**src/rtl/param_fifo.sv**
```systemverilog
// Parameterised single-clock circular-buffer FIFO with sticky overflow/underflow flags.
// Read mode: define PARAM_FIFO_FWFT_EN for first-word fall-through, otherwise registered read.
module param_fifo #(
  parameter int WIDTH    = 32,
  parameter int DEPTH    = 4,
  parameter int AF_LEVEL = DEPTH - 1,
  parameter int AE_LEVEL = 1
) (
  input  logic                   clk,
  input  logic                   rst,
  input  logic [WIDTH-1:0]       in_data,
  input  logic                   push,
  input  logic                   pop,
  input  logic                   clr_err,
  output logic [WIDTH-1:0]       out_data,
  output logic                   full,
  output logic                   empty,
  output logic                   almost_full,
  output logic                   almost_empty,
  output logic [$clog2(DEPTH):0] count,
  output logic                   overflow,
  output logic                   underflow
);

  localparam int PTR_W = $clog2(DEPTH);
  localparam int CNT_W = PTR_W + 1;

  logic [WIDTH-1:0] mem_q [DEPTH];

  logic [PTR_W-1:0] head_q, head_d;
  logic [PTR_W-1:0] tail_q, tail_d;
  logic [CNT_W-1:0] count_q, count_d;
  logic             overflow_q, overflow_d;
  logic             underflow_q, underflow_d;

  logic push_acc;
  logic pop_acc;

  // Status flags are pure decodes of the registered occupancy.
  assign full         = (count_q == CNT_W'(DEPTH));
  assign empty        = (count_q == '0);
  assign almost_full  = (int'(count_q) >= AF_LEVEL);
  assign almost_empty = (int'(count_q) <= AE_LEVEL);

  // A full FIFO can still take a push when a pop frees the slot on the same edge;
  // an empty FIFO never honours a pop, even alongside a push.
  assign pop_acc  = pop && !empty;
  assign push_acc = push && (!full || pop_acc);

  // NOTE: every variable assigned in always_comb gets a default first, so no latch is inferred.
  always_comb begin
    head_d      = head_q;
    tail_d      = tail_q;
    count_d     = count_q;
    overflow_d  = overflow_q && !clr_err;
    underflow_d = underflow_q && !clr_err;

    if (push_acc) begin
      tail_d = tail_q + PTR_W'(1);
    end
    if (pop_acc) begin
      head_d = head_q + PTR_W'(1);
    end

    unique case ({push_acc, pop_acc})
      2'b10:   count_d = count_q + CNT_W'(1);
      2'b01:   count_d = count_q - CNT_W'(1);
      default: count_d = count_q;
    endcase

    // A fresh error wins over a simultaneous clear.
    if (push && !push_acc) begin
      overflow_d = 1'b1;
    end
    if (pop && !pop_acc) begin
      underflow_d = 1'b1;
    end
  end

  // NOTE: sequential state uses non-blocking assignments so every register samples pre-edge values.
  always_ff @(posedge clk or negedge rst) begin
    if (!rst) begin
      head_q      <= '0;
      tail_q      <= '0;
      count_q     <= '0;
      overflow_q  <= 1'b0;
      underflow_q <= 1'b0;
    end else begin
      head_q      <= head_d;
      tail_q      <= tail_d;
      count_q     <= count_d;
      overflow_q  <= overflow_d;
      underflow_q <= underflow_d;
    end
  end

  // NOTE: the storage array is deliberately not reset; the pointers alone define which entries are valid.
  always_ff @(posedge clk) begin
    if (push_acc) begin
      mem_q[tail_q] <= in_data;
    end
  end

`ifdef PARAM_FIFO_FWFT_EN
  assign out_data = mem_q[head_q];
`else
  logic [WIDTH-1:0] out_data_q;

  always_ff @(posedge clk or negedge rst) begin
    if (!rst) begin
      out_data_q <= '0;
    end else if (pop_acc) begin
      out_data_q <= mem_q[head_q];
    end
  end

  assign out_data = out_data_q;
`endif

  assign count     = count_q;
  assign overflow  = overflow_q;
  assign underflow = underflow_q;

endmodule

```
**config.mk**
```make
export PLATFORM = sky130hd
export DESIGN_NAME = param_fifo
export DESIGN_NICKNAME = d
export VERILOG_FILES = /design/src/rtl/param_fifo.sv
export SDC_FILE = /design/constraint.sdc
export NUM_CORES = 1
export LEC_CHECK = 0
export CORE_MARGIN = 4
export CORE_UTILIZATION = 59
export CTS_CLUSTER_DIAMETER = 150
export DETAILED_ROUTE_END_ITERATION = 7
export PLACE_DENSITY = 0.92
export SYNTH_ARGS = -nofsm -noshare
export SYNTH_HDL_FRONTEND = slang
export SYNTH_SLANG_ARGS = --single-unit
```
**constraint.sdc**
```tcl
create_clock -name clk -period 5.35 [get_ports clk]
set_clock_uncertainty 0.1 [all_clocks]
set_input_delay 0.535 -clock clk [delete_from_list [all_inputs] [get_ports clk]]
set_output_delay 0.535 -clock clk [all_outputs]
set_load 0.05 [all_outputs]
```
* Yosys cells after proc, flatten, opt, wreduce, memory -nomap -nowiden
Memory sizes are Yosys's and may differ from the RTL's. A register that Yosys moved wholly into a read port is not among the register bits.
Cells that the tools add are included.
** Cells by class
- Muxes and demuxes :: 5
- $lt $le $gt $ge :: 2
- Equality and inequality tests :: 3
- Reductions and logical operators :: 15
- $add $sub $neg :: 4
** Operators by type and width (number)
- $logic_and A1 B1 Y1 :: 6
- $logic_not A1 Y1 :: 6
- $pmux W3 S2 :: 1
- $add A2 B1 Y2 const B :: 2
- $mux W1 :: 4
- $add A3 B1 Y3 const B :: 1
- $eq A3 B3 Y1 const B :: 1
- $ge A3 B2 Y1 const B :: 1
- $le A3 B1 Y1 const B :: 1
- $logic_not A3 Y1 :: 1
- $sub A3 B1 Y3 const B :: 1
- $eq A2 B1 Y1 const B :: 1
- $eq A2 B2 Y1 const B :: 1
- $reduce_bool A2 Y1 :: 1
- $logic_or A1 B1 Y1 :: 1
** Word-level totals
- Memories kept :: 1
- Logic and storage cells :: 35
- Bits in writable memories :: 128
- Bits in registers :: 9
** Memories
- mem_q :: depth 4, width 32, rd ports 1, clocked after memory_dff 1, wr ports 1, line 28 : logic [WIDTH-1:0] mem_q [DEPTH];

* Depth between registers and ports, before layout
Gate-level depths: netlist of the first run.
- Depth after elaboration :: 8
- Mapped depth :: 9

* Worst setup path before layout of the first run
Ideal clock, no wire load.
- Path kind :: reg2reg
- From :: reg count_q[0] (netlist: count[0])
- To :: reg count_q[2] (netlist: count[2])
- Path slack :: 2.384 ns
- Stages on the path, launching flop included :: 9
- Data arrival time :: 2.739 ns
- Data required time :: 5.123 ns
- Cells stage by stage :: dfrtp_1 > inv_1 > ha_1 > nor2b_1 > nor2_2 > buf_4 > ha_1 > a21oi_1 > o22ai_1
** Between the ends
- Cells in the longest elaborated chain, start to end :: 7
- Elaborated cells between the ends (all ways) :: 13
- Classes of those cells :: add/sub: 2; eq/ne: 3; mux: 1; reduce/logical: 7
** Ends and longest elaborated chain
- from (decl) :: line 32 : logic [CNT_W-1:0] count_q, count_d;
- from (signal assigned) :: line 91 : count_q <= count_d;
- $logic_not A3 Y1 (*) :: line 41 : assign empty = (count_q == '0);
- named net empty :: line 17 : output logic empty,
- $logic_not A1 Y1 (*) :: line 47 : assign pop_acc = pop && !empty;
- $logic_and A1 B1 Y1 (*) :: line 47
- named net pop_acc :: line 37 : logic pop_acc;
- $logic_or A1 B1 Y1 :: line 48 : assign push_acc = push && (!full || pop_acc);
- $logic_and A1 B1 Y1 :: line 48
- $eq A2 B1 Y1 / $eq A2 B2 Y1 (equally long branches) :: line 65 : unique case ({push_acc, pop_acc})
- $pmux W3 S2 / $reduce_bool A2 Y1 (equally long branches)
Mark *: on every way through the listed nets, which the timed path passes. The rest lies on a longest branch.
A chain may end at the register's enable or synchronous reset.

* Worst setup path after layout of the first run
- From :: reg count_q[1] (netlist: count[1])
- To :: out empty
** Between the ends
- Cells in the longest elaborated chain, start to end :: 1
** Ends and longest elaborated chain (line)
- $logic_not A3 Y1 :: 41
- to (decl) :: 17
No other way between the ends.

==> results of run 1 <==
state kept, by name (all words and copies together), names as in the netlist:
| register | count |
|---|---|
| count | 3 |
| mem_q | 128 |
| head_q | 2 |
| overflow | 1 |
| out_data | 32 |
| underflow | 1 |
| tail_q | 2 |
layer usage:
metal	track usage	up-vias
met2	0.351	115
met5	0	-
met4	0.0665	0
met1	0.254	1607
met3	0.0487	11
li1	-	1336
cells in the final DEF, fill, tap and decap left out, drive strengths merged:
| cell type | synthesis | layout |
|---|---|---|
| edfxtp | 128 | 128 |
| clkdlybuf4s50 | 0 | 76 |
| dfrtp | 41 | 41 |
| mux2 | 33 | 33 |
| mux4 | 32 | 32 |
| clkbuf | 2 | 23 |
| inv | 10 | 11 |
| ha | 10 | 10 |
| clkinv | 0 | 6 |
| nor2 | 5 | 5 |
| and2 | 4 | 4 |
| nand2 | 3 | 3 |
| xnor2 | 3 | 3 |
| o21ai | 2 | 2 |
| a21oi | 2 | 2 |
| xor2 | 2 | 2 |
| buf | 9 | 2 |
| o21a | 1 | 1 |
| nor2b | 1 | 1 |
| a22o | 1 | 1 |
| a32o | 1 | 1 |
| a31oi | 1 | 1 |
| o22ai | 1 | 1 |
| bufinv | 0 | 1 |
| clkinvlp | 0 | 1 |
per-stage QoR:
step | utilization | power, mW | setup WS (ns) | hold slack (ns)
after global placement | 0.682 | 3.85 | 2.76 | 0.382
after floorplan | - | 3.37 | 2.38 | 0.139
after detailed placement | 0.682 | 3.93 | 2.64 | 0.390
after CTS | 0.734 | 5.11 | 2.15 | 0.0878
after global routing | 0.734 | 5.27 | 2.07 | 0.144
final | 0.734 | 5.06 | 2.15 | 0.0887
report_power, final:
part	total (mW)	switching (mW)	internal (mW)
Clock	1.14	0.475	0.670
Sequential	2.07	0.279	1.79
Combinational	1.84	1.01	0.828
Total	5.06	1.77	3.29
path summary, 6_finish.rpt:
| check | from | endpoint | slack (ns) | cells after the start |
|---|---|---|---|---|
| min in group clk | overflow | overflow | 0.40 | 1 |
| hold / removal | rst | out_data[20] | 0.09 | 1 |
| setup reg to reg | count[0] | count[2] | 2.80 | 8 |
| max in group asynchronous | rst | head_q[1] | 4.37 | 1 |
| setup / recovery | count[1] | empty | 2.15 | 4 |
| hold reg to reg | overflow | overflow | 0.40 | 1 |
cell type report:
type | count | share of cell area
clock buffers | 23 | 0.0602
clock inverters | 9 | 0.0114
inverters | 10 | 0.00474
multi-input cells | 102 | 0.189
flip-flops and latches | 169 | 0.615
well taps | 140 | 0.0221
repair buffers | 78 | 0.0976
cell families (layout without fill, tap and decap cells):
kind of cell,count (synthesis),in the layout,synth area share
buffers and inverters,21,120,0.0189
and+or+nand+nor,13,13,0.00985
adders and majority gates,10,10,0.0193
AOI/OAI and AO/OA,9,9,0.00908
xor gates and xnor gates,5,5,0.00676
DFF,169,169,0.751
muxes,65,65,0.185
==> results.toml, run 1 <==
[status]
run_status = "finished, final reports clean"

[min_path]
hp-class = "input port to asynchronous set/reset pin"

[floorplan]
design.die.area_um2 = 12700
initial_core_util = 0.601
rows = 38
core_um2 = 10800
die_y_um = 113
die_w_um = 113
ios = 78

[power_and_ir_drop]
total_leakage_power_nw = 2.88
ir_worst_vdd_mv = 0.281
power_density_nw_per_um2 = 639

[critical_path]
critPathLaunchType = "flip-flop"
critPathSlowestCell = "clkdlybuf4s50_1"
crit_fanout = 5
endpoint_kind = "output pin"
cpPeakStageDelay_ns = 0.88
crit_chain = "inv_1, ha_1, nor2b_1, clkdlybuf4s50_1"
crit_type = "flip-flop to output pin"
path_delay_family = "buffers and inverters"
worst_ep_arrival_time_ns = 2.57
crit_buf_inv = 2
crit_required_ns = 4.72

[layout]
multi_input_area_um2 = 1500
drive_gt1_frac = 0.253
antenna_cells = 0
syn2layout_area_growth_pct = 22.3
fin_cells = 531
nNetsFinal = 425
filler_cell_count = 584
final-seq-area_um2 = 4870
design_area_um2 = 7920

[clock_tree]
numCtsBuffers = 17
cts.clk_slew.worst_paths_ns = 0.06
cts_sinks = 169
cts_tree = "built"
cts_resized = 0
cts.path.max_buffers = 2
hold_buffers = 0
postCtsSetupRepairBufs = 0
htreeDepth = 4
clkLatencyLatePin_ns = 0.52
cts-root-buf = "clkbuf_8"

[logic_synthesis]
yosysMostFrequentCell = "edfxtp_1"
syn_inst = 292
yosysTopAreaCell = "edfxtp_1"
yosys-top-cells-count = "128 x edfxtp_1, 41 x dfrtp_1, 28 x mux4_2"
ys_seq_elements = 169
yosys_warnings = 0
synth_cell_types = 26
synth-async-reset-ratio = 0.243
synth_nets = 339
synth_edf_count = 128
yosysSeqAreaShare = 0.751
synthFlopType = "edfxtp_1"
synthTopCellsByArea = "edfxtp_1 59%, dfrtp_1 16%, mux4_2 9.7%"
synth.top_cell.area_share = 0.593
syn_avg_cell_area_um2 = 22.2
syn_area_um2 = 6480

[global_routing]
grt_start_max_net_pins = 42
grt_pass1_vias = 3350
grt.overflow.total = 0
grt_pass1_wl_um = 18800
grt_use_total = 0.202
antenna_found_initial = 0

[timing]
max_slew_margin = 0.250
min_period_over_period = 0.599
worst_pin_slew_ns = 1.13
fin_setup_tns_ns = 0
min_period_ns = 3.20
rsz0062_at_grt = "false"
final-hold-violation-count = 0
max_freq_mhz = 312
drv_slew = 0
setup_viol = 0

[placement]
hpwlAfterDp_um = 6880
gp_congestion = 0.689
place_inst = 499
numPortBuffers = 77
placed_cell_area_um2 = 7360

[routing]
drt_first_pass_iters = 4
highest_layer = "met4"
wl_met1_um = 4670
wl_met2_um = 6620
drt_wl_total_um = 12100
wl_met3_um = 698
drc = 0
drtIter0Drc = 220
routedWlPerCell_um = 22.8
vias = 3069
ant_nets = 0
vias_per_cell = 5.78

[run]
cap_violations = 0
(Power assumes the default switching activity.)
==> run 2, diff against run 1 <==
--- a/config.mk
+++ b/config.mk
@@ -6,10 +6,10 @@
 export NUM_CORES = 1
 export LEC_CHECK = 0
 export CORE_MARGIN = 4
-export CORE_UTILIZATION = 59
+export CORE_UTILIZATION = 50
 export CTS_CLUSTER_DIAMETER = 150
 export DETAILED_ROUTE_END_ITERATION = 7
-export PLACE_DENSITY = 0.92
+export PLACE_DENSITY = 0.84
 export SYNTH_ARGS = -nofsm -noshare
 export SYNTH_HDL_FRONTEND = slang
 export SYNTH_SLANG_ARGS = --single-unit
==> constraint.sdc (replaced) <==
create_clock -name clk -period 2.68 [get_ports clk]
set_clock_uncertainty 0.1 [all_clocks]
set_input_delay 0.268 -clock clk [delete_from_list [all_inputs] [get_ports clk]]
set_output_delay 0.268 -clock clk [all_outputs]
set_load 0.05 [all_outputs]
==> run 2 against run 1 <==
  * Die area up 17%
  * Combinational power increased by 110%
  * Wire length down 6.6%
  * Cell count is 8.7% higher
  * Largest cell class unchanged
  * Critical endpoint is now full
  * First-iteration DRC count shrank 53%
  * Setup slack worse by 2.0 ns
==> results.toml, run 2 (synthesis results as in run 1) <==
[timing]
drv_slew = 0
min_period_over_period = 0.938
fin_setup_tns_ns = 0
final-hold-violation-count = 0
min_period_ns = 2.51
finalWorstSetupSlack_ns = 0.165
setup_viol = 0
max_freq_mhz = 398
max_slew_margin = 0.502
worst_pin_slew_ns = 0.748
rsz0062_at_grt = "false"

[power_and_ir_drop]
power_density_nw_per_um2 = 1280
p_switching_mw = 3.49
total_leakage_power_nw = 3.00
swShare = 0.334
p_int_mw = 6.95
combPwrFrac = 0.376
p_clk_frac = 0.248
power_frac_seq = 0.376
ir_worst_vdd_mv = 0.748

[critical_path]
endpoint_kind = "output pin"
timing.rr.start = "count[0]"
critPathLaunchType = "flip-flop"
crit_required_ns = 2.31
rr_endpoint = "mem_q[3][24]"
worst_ep_arrival_time_ns = 2.15
crit_fanout = 5
reg2reg_slack_ns = 0.52
rr_worst_depth = 6
crit_type = "flip-flop to output pin"

[clock_tree]
clkLatencyLatePin_ns = 0.42
cts.path.max_buffers = 2
cts.clk_slew.worst_paths_ns = 0.06
cts_sinks = 169
numCtsBuffers = 17
htreeDepth = 4
cts_tree = "built"
cts-root-buf = "clkbuf_16"

[global_routing]
grt_start_max_net_pins = 31
grt_pass1_wl_um = 18300
grt_pass1_vias = 3306
antenna_found_initial = 0
grt_use_total = 0.170
grt.overflow.total = 0

[run]
cap_violations = 0

[floorplan]
ios = 78
die_y_um = 122
design.die.area_um2 = 14800
initial_core_util = 0.512
core_um2 = 12700
rows = 41
die_w_um = 122

[status]
run_status = "finished, final reports clean"

[placement]
hpwlAfterDp_um = 7300
gp_congestion = 0.753
numPortBuffers = 77
pre_cts_slack_ns = 0.414

[routing]
drc = 0
vias = 3040
routedWlPerCell_um = 19.6
drt_first_pass_iters = 4
drtIter0Drc = 104
ant_nets = 0
drt_wl_total_um = 11300
vias_per_cell = 5.27

[layout]
final_cell_mix = "128 x edfxtp_1, 75 x clkdlybuf4s50_1, 39 x dfrtp_1"
regMostFlops = "mem_q"
largest_register_ffs = 128
antenna_cells = 0
nNetsFinal = 439
drive_gt1_frac = 0.284
filler_cell_count = 856
final_common_cell = "edfxtp_1"
syn2layout_area_growth_pct = 26.3

[min_path]
hp-class = "input port to asynchronous set/reset pin"
[run 2: changes by cell type in the layout (fill, tap and decap cells not counted), moves of 2 or more]
cell / before / now
buf_4: 1 / 11
buf_12: 0 / 3
bufinv_16: 1 / 4
clkbuf_8: 5 / 3
clkinv_2: 1 / 3
[run 2: what timing repair did]
action | CTS | global route
hold buffers | 1 | 0
setup endpoints to repair | 1 | 0
resized for setup | 1 | 0
buffers inserted | 0 | 0
hold endpoints to repair | 29 | 0
[run 2: worst max-delay path, cell delays in order, from the launching register on]
cell and delay (ns):
dfrtp_1 0.44, inv_1 0.13, ha_1 0.17, nand2_1 0.08, inv_1 0.09, clkdlybuf4s50_1 0.80
[run 2: routing by layer]
metal	part of all wire	track usage	vias up
met5	0	0	-
met4	0.017	0.0707	0
met3	0.047	0.0469	16
met2	0.52	0.282	84
met1	0.41	0.213	1579
li1	-	-	1361
[run 2: power groups by stage]
stage / Clock [mW] / Combinational [mW] / Sequential [mW]
after global placement: 0 / 3.91 / 3.95
after global routing: 2.75 / 4.16 / 4.01
after detailed placement: 0 / 3.98 / 3.99
after floorplan: 0 / 1.91 / 4.82
after CTS: 2.64 / 3.99 / 3.95
final: 2.59 / 3.93 / 3.93
[run 2: worst max path at each step]
stage	startpoint	to	cells after the start
2_1_floorplan	count[0]	count[2]	8
3_3_place_gp	count[0]	empty	4
3_5_place_dp	count[0]	empty	4
4_1_cts	count[0]	full	5
5_1_grt	count[1]	full	5
6_report	count[0]	full	5
[run 2: final cells by class]
class / count / area [um^2] / area share
clock buffers: 21 / 470 / 0.0575
clock inverters: 11 / 169 / 0.0206
inverters: 10 / 37.5 / 0.00459
multi-input cells: 102 / 1500 / 0.183
flip-flops and latches: 169 / 4870 / 0.595
well taps: 172 / 215 / 0.0263
repair buffers: 92 / 917 / 0.112
[run 2: through the flow]
| stage | power [mW] | util | std cells | instance area [um^2] | hold slack, ns |
|---|---|---|---|---|---|
| finish | 10.4 | 0.646 | 577 | 8180 | 0.348 |
| detailed placement | 7.96 | 0.595 | 544 | 7530 | 0.296 |
| CTS | 10.6 | 0.646 | 577 | 8180 | 0.349 |
| global route | 10.9 | 0.646 | 577 | 8180 | 0.375 |
| global placement | 7.86 | 0.595 | 544 | 7530 | 0.277 |
| floorplan | 6.73 | - | 292 | 6490 | -0.128 |
